`config.mk`:
```
export PLATFORM = sky130hd
export DESIGN_NAME = heard_packer
export DESIGN_NICKNAME = d
export VERILOG_FILES = /design/src/rtl/heard_packer.sv
export SDC_FILE = /design/constraint.sdc
export NUM_CORES = 1
export LEC_CHECK = 0
export BUFFER_PORTS_ARGS = -buffer_cell sky130_fd_sc_hd__buf_4
export CORE_ASPECT_RATIO = 1.4
export CORE_MARGIN = 4
export CORE_UTILIZATION = 55
export CTS_CLUSTER_SIZE = 40
export DETAILED_ROUTE_END_ITERATION = 12
export PLACE_DENSITY = 0.79
export SLEW_MARGIN = 20
export SYNTH_ARGS = -nofsm -noshare
export SYNTH_HDL_FRONTEND = slang
export SYNTH_SLANG_ARGS = --single-unit
export TNS_END_PERCENT = 5
```
`constraint.sdc`:
```
create_clock -name CLK -period 4.4 [get_ports CLK]
set_clock_uncertainty 0.2 [all_clocks]
set_input_delay 0.44 -clock CLK [delete_from_list [all_inputs] [get_ports CLK]]
set_output_delay 0.44 -clock CLK [all_outputs]
set_load 0.01 [all_outputs]
```
`src/rtl/heard_packer.sv`:
```
// heard_packer: packs 4-bit items sharing a method tag into words of NIBBLES
// nibbles, with a one-word output slot and a ready/enable handshake on both
// sides. A change of method tag flushes the partial word early.
// Optional feature: define HEARD_PACK_TIMEOUT_EN to flush a partial word after
// TIMEOUT idle cycles; without it a partial word waits for a tag change.
module heard_packer #(
  parameter int NIBBLES = 4,
  parameter int TIMEOUT = 16
) (
  input  logic                 CLK,
  input  logic                 nRST,
  input  logic                 heard__ENA,
  input  logic [5:0]           heard_meth,
  input  logic [3:0]           heard_v,
  output logic                 heard__RDY,
  output logic                 word_put__ENA,
  output logic [4*NIBBLES-1:0] word_put_data,
  output logic [5:0]           word_put_meth,
  output logic [3:0]           word_put_count,
  input  logic                 word_put__RDY
);

  localparam int         DW   = 4 * NIBBLES;
  localparam logic [3:0] FULL = 4'(NIBBLES);

  if (NIBBLES < 2 || NIBBLES > 8) begin : g_bad_nibbles
    $error("heard_packer: NIBBLES must be in 2..8");
  end
  if (TIMEOUT < 1 || TIMEOUT > 255) begin : g_bad_timeout
    $error("heard_packer: TIMEOUT must be in 1..255");
  end

  logic [DW-1:0] acc_data_q, acc_data_d;
  logic [5:0]    acc_meth_q, acc_meth_d;
  logic [3:0]    cnt_q, cnt_d;
  logic          slot_vld_q, slot_vld_d;
  logic [DW-1:0] slot_data_q, slot_data_d;
  logic [5:0]    slot_meth_q, slot_meth_d;
  logic [3:0]    slot_cnt_q, slot_cnt_d;

  logic          drain;
  logic          accept;
  logic          flush_to;
  logic [DW-1:0] acc_ins;
  logic [DW-1:0] nib_new;

  // The slot is free for a new word when empty or when it drains this cycle.
  assign drain          = slot_vld_q && word_put__RDY;
  assign heard__RDY     = !slot_vld_q || word_put__RDY;
  assign accept         = heard__ENA && heard__RDY;
  assign word_put__ENA  = drain;
  assign word_put_data  = slot_data_q;
  assign word_put_meth  = slot_meth_q;
  assign word_put_count = slot_cnt_q;
  assign nib_new        = {{(DW-4){1'b0}}, heard_v};

`ifdef HEARD_PACK_TIMEOUT_EN
  localparam logic [7:0] TO = 8'(TIMEOUT);
  logic [7:0] idle_q, idle_d;

  // An accept always wins over a pending timeout flush.
  assign flush_to = !accept && (cnt_q != 4'd0) && (idle_q == TO) && heard__RDY;

  // Idle counter: cleared by accepts and flushes, counts while a partial word waits.
  always_comb begin
    idle_d = idle_q;
    if (accept || flush_to) begin
      idle_d = 8'd0;
    end else if (cnt_q != 4'd0 && idle_q != TO) begin
      idle_d = idle_q + 8'd1;
    end
  end

  // Idle counter register.
  always_ff @(posedge CLK or negedge nRST) begin
    if (!nRST) begin
      idle_q <= 8'd0;
    end else begin
      idle_q <= idle_d;
    end
  end
`else
  assign flush_to = 1'b0;
`endif

  // Accumulator with the incoming nibble written at position cnt.
  always_comb begin
    acc_ins = acc_data_q;
    for (int i = 0; i < NIBBLES; i++) begin
      if (cnt_q == 4'(i)) begin
        acc_ins[4*i +: 4] = heard_v;
      end
    end
  end

  // Next state of accumulator and output slot.
  always_comb begin
    acc_data_d  = acc_data_q;
    acc_meth_d  = acc_meth_q;
    cnt_d       = cnt_q;
    slot_vld_d  = slot_vld_q;
    slot_data_d = slot_data_q;
    slot_meth_d = slot_meth_q;
    slot_cnt_d  = slot_cnt_q;
    if (drain) begin
      slot_vld_d = 1'b0;
    end
    if (accept) begin
      if (cnt_q == 4'd0) begin
        acc_meth_d = heard_meth;
        acc_data_d = nib_new;
        cnt_d      = 4'd1;
      end else if (heard_meth == acc_meth_q) begin
        if (cnt_q + 4'd1 == FULL) begin
          slot_vld_d  = 1'b1;
          slot_data_d = acc_ins;
          slot_meth_d = acc_meth_q;
          slot_cnt_d  = FULL;
          acc_data_d  = '0;
          cnt_d       = 4'd0;
        end else begin
          acc_data_d = acc_ins;
          cnt_d      = cnt_q + 4'd1;
        end
      end else begin
        slot_vld_d  = 1'b1;
        slot_data_d = acc_data_q;
        slot_meth_d = acc_meth_q;
        slot_cnt_d  = cnt_q;
        acc_meth_d  = heard_meth;
        acc_data_d  = nib_new;
        cnt_d       = 4'd1;
      end
    end else if (flush_to) begin
      slot_vld_d  = 1'b1;
      slot_data_d = acc_data_q;
      slot_meth_d = acc_meth_q;
      slot_cnt_d  = cnt_q;
      acc_data_d  = '0;
      cnt_d       = 4'd0;
    end
  end

  // State registers; reset discards any partial or pending word.
  always_ff @(posedge CLK or negedge nRST) begin
    if (!nRST) begin
      acc_data_q  <= '0;
      acc_meth_q  <= 6'd0;
      cnt_q       <= 4'd0;
      slot_vld_q  <= 1'b0;
      slot_data_q <= '0;
      slot_meth_q <= 6'd0;
      slot_cnt_q  <= 4'd0;
    end else begin
      acc_data_q  <= acc_data_d;
      acc_meth_q  <= acc_meth_d;
      cnt_q       <= cnt_d;
      slot_vld_q  <= slot_vld_d;
      slot_data_q <= slot_data_d;
      slot_meth_q <= slot_meth_d;
      slot_cnt_q  <= slot_cnt_d;
    end
  end

endmodule

```
==> metrics <==
RSZ-0062 raised after global routing=false; Total Power=1130 uW; vias per cell=around 5.2; worst reg2reg path depth=5; Core Area=between 4000 and 5000 sq um; Initial Util=~57%; clock tree buffer depth=2; final setup fails=0; # rows=28; startpoint types=register; number of port buffers=41; crit path max fanout=16; M2 GR Usage=32.0%; Hold Path Sink=acc_meth_q[1]$_DFFE_PN0P_; pin count of the biggest net entering global routing=54; global-route wire length before repair=just over 8000 um; worst min-delay path category=primary input to register; M1 GR Usage=about a quarter; Max Freq=384 MHz; routed length per placed instance=between 10 and 15 um; Rel. slew slack=a little over two fifths; period utilisation layout=59.1%; H-Tree Level Count=2; pwr dens=397 nW/um^2; fill count=approximately 350; sequential-to-total area share from yosys stat=approximately 55%; Register Area=between 1000 and 1500 sq um; Yosys cell types=38; syn_area_per_cell=10.4 sq um; 1st-iter DRT viols=between 60 and 70; Post-layout nets=approximately 290; slowest cell delay on critical path=0.65 ns; CTS Root Cell=clkbuf_8; Yosys reg bits=53; CP Data Required Time=about 4.4 ns; CTS resizes=0; area of the multi-input gates=roughly 1000 sq um; vias in the first global route=roughly 1.7k; LEAKAGE=0.00139 uW; r2r startpoint=cnt_q[0]$_DFFE_PN0P_; hold path depth=2; post-layout min period=around 2.6 ns; worst skew pair latency=approximately 0.30 ns; Setup crit end kind=register; Worst-Margin Slew=between 0.8 and 0.9 ns; Max Slew Vio Count=0; Syn Inst Count=around 230; status=complete, no violations; Area Overhead vs Synth=17.7%; First-pass DRT Iterations=4; fraction of layout cells with a size suffix above 1=between 20% and 30%; R2R setup slack=between 1.5 and 2 ns; Ys Warns=0; Buf+Inv Stages, Crit Path=1; final hold viol count=0; Setup WS post-layout=1.80 ns; GPL Wtd Cong=0.834; max_cap viols=0; Max VDD drop=0.000265 V; slowest CP cell=a31oi_2; global-route track usage on met3=~3.6%; min-delay src=heard_meth[1]; Via Count=1,736; CP cell instances=inv_1, ha_1, or3b_4, a31oi_2, mux2_2; Place WS=1.68 ns; syn nets=250; CTS sink count=53; Total GRT Usage=roughly a fifth; global route hottest layer=met2; DPL Wire Length=3440 um; CTS Buf Count=5; antenna violations before repair=0; die area=~5500 sq um; crit path DAT=2.59 ns; CTS tree=done; total wire length=~5000 um; Syn Std Cell Area=between 2000 and 2500 sq um; CP Class=register to register; detailed-route DRC error count=0; TNS Setup=0 ns; post-route ant nets=0; CTS clk-pin slew, worst paths=~0.090 ns; diodes inserted=0; family with the most delay on the worst path=compound AO/OA/AOI/OAI gates; # IOs=42; FF-to-FF End=acc_meth_q[4]$_DFFE_PN0P_; GRT overflow=0; die width=~64 um; height of the die=approximately 86 um
[cell usage after synthesis]
cell	instances	area share (%)
xor2_1	3	1.1
nand4_1	3	0.78
nor2_1	9	1.4
xnor2_1	4	1.4
nand4b_1	1	0.36
o21ai_0	18	3.7
and2_1	5	1.3
o31ai_4	1	0.88
clkbuf_2	1	0.21
inv_1	6	0.93
buf_4	1	0.31
nor3_1	1	0.21
nor2_4	1	0.47
a21oi_1	6	1.2
nand3_1	2	0.41
o32a_1	1	0.41
nand2_1	64	9.9
o31ai_1	2	0.62
o21ai_1	3	0.62
and3_1	5	1.3
and3_4	1	0.47
mux2_2	6	2.8
ha_1	4	2.1
or3b_4	1	0.47
dfrtp_1	53	55
a22o_1	2	0.72
and4_4	1	0.47
nand4bb_1	1	0.47
buf_2	2	0.41
a31oi_2	1	0.52
a21o_1	1	0.31
a32o_1	1	0.41
o31a_4	1	0.72
mux2i_1	8	3.3
o31a_1	2	0.72
nand2b_1	1	0.26
buf_6	5	2.3
o22ai_1	4	1.0
[how the worst max path moves through the flow]
stage                              startpoint                            end  slack (ns)  cells after the start
floorplan                cnt_q[0]$_DFFE_PN0P_      acc_meth_q[0]$_DFFE_PN0P_        2.35                      5
global placement                heard_meth[0]   word_put_data[7]$_DFFE_PN0P_        1.74                      5
detailed placement              heard_meth[0]  word_put_data[10]$_DFFE_PN0P_        1.68                      5
CTS                 acc_meth_q[5]$_DFFE_PN0P_   word_put_data[8]$_DFFE_PN0P_        1.80                      4
global route             cnt_q[0]$_DFFE_PN0P_      acc_meth_q[4]$_DFFE_PN0P_        1.68                      5
finish                   cnt_q[0]$_DFFE_PN0P_      acc_meth_q[4]$_DFFE_PN0P_        1.80                      5
[flip-flops by register name, summed over array words and instances, names as in the netlist]
name and flops:
word_put_data 16, acc_data_q 16, word_put_count 4, word_put_meth 6, slot_vld_q 1, acc_meth_q 6, cnt_q 4
[cell families (layout without fill, tap and decap cells)]
group / Yosys count / count (layout) / synth area share, %
buffers and inverters: 15 / 57 / 4.19
AO/OA/AOI/OAI: 43 / 43 / 12.0
flip-flops: 53 / 53 / 54.9
adder cells (fa/ha/maj): 4 / 4 / 2.07
XOR/XNOR: 7 / 7 / 2.54
multiplexers: 14 / 14 / 6.11
AND/OR/NAND/NOR: 96 / 96 / 18.3
[through the flow]
stage | utilization (%) | hold WS, ns | area (sq um) | instances
2_1_floorplan | - | -0.0556 | 2420 | 232
3_3_place_gp | 64.2 | 0.261 | 2720 | 324
3_5_place_dp | 64.2 | 0.265 | 2720 | 324
4_1_cts | 66.8 | 0.180 | 2830 | 333
5_1_grt | 67.1 | 0.188 | 2840 | 334
6_report | 67.1 | 0.188 | 2840 | 334
[power breakdown]
| part | total, uW | leakage (uW) | switching (uW) | internal (uW) |
|---|---|---|---|---|
| Clock | 294 | 0.0000542 | 151 | 142 |
| Combinational | 254 | 0.000653 | 138 | 116 |
| Sequential | 582 | 0.000685 | 36.8 | 545 |
| Total | 1130 | 0.00139 | 326 | 804 |
[layout make-up]
class / count / share of cell area (%)
clock buffers: 7 / 3.39
repair buffers: 43 / 11.6
flip-flops and latches: 53 / 46.6
multi-input cells: 164 / 34.8
inverters: 6 / 0.792
well taps: 60 / 2.64
clock inverters: 1 / 0.176
[per-layer routing]
layer  part of all wire, %  wire (um)
met1                    45       2170
met2                    50       2430
met3                   3.9        190
met4                   1.6         76
met5                     0          0
[timing repair]
item,in CTS,in global routing
setup buffers,0,0
hold buffers,1,0
hold endpoints to repair,53,0
[cell usage in the layout (no fill, tap or decap), types with 2 or more instances in the layout]
cell / instances
o21ai_0: 18
dfrtp_1: 53
and3_1: 5
o22ai_1: 4
mux2_2: 6
mux2i_1: 8
ha_1: 4
xnor2_1: 4
nand3_1: 2
a21oi_1: 6
o31ai_1: 2
o31a_1: 2
buf_4: 41
a22o_1: 2
and2_1: 5
o21ai_1: 3
nor2_1: 9
clkbuf_8: 7
nand4_1: 3
inv_1: 6
xor2_1: 3
nand2_1: 64
Note: power is estimated with default switching activity, not from simulation.
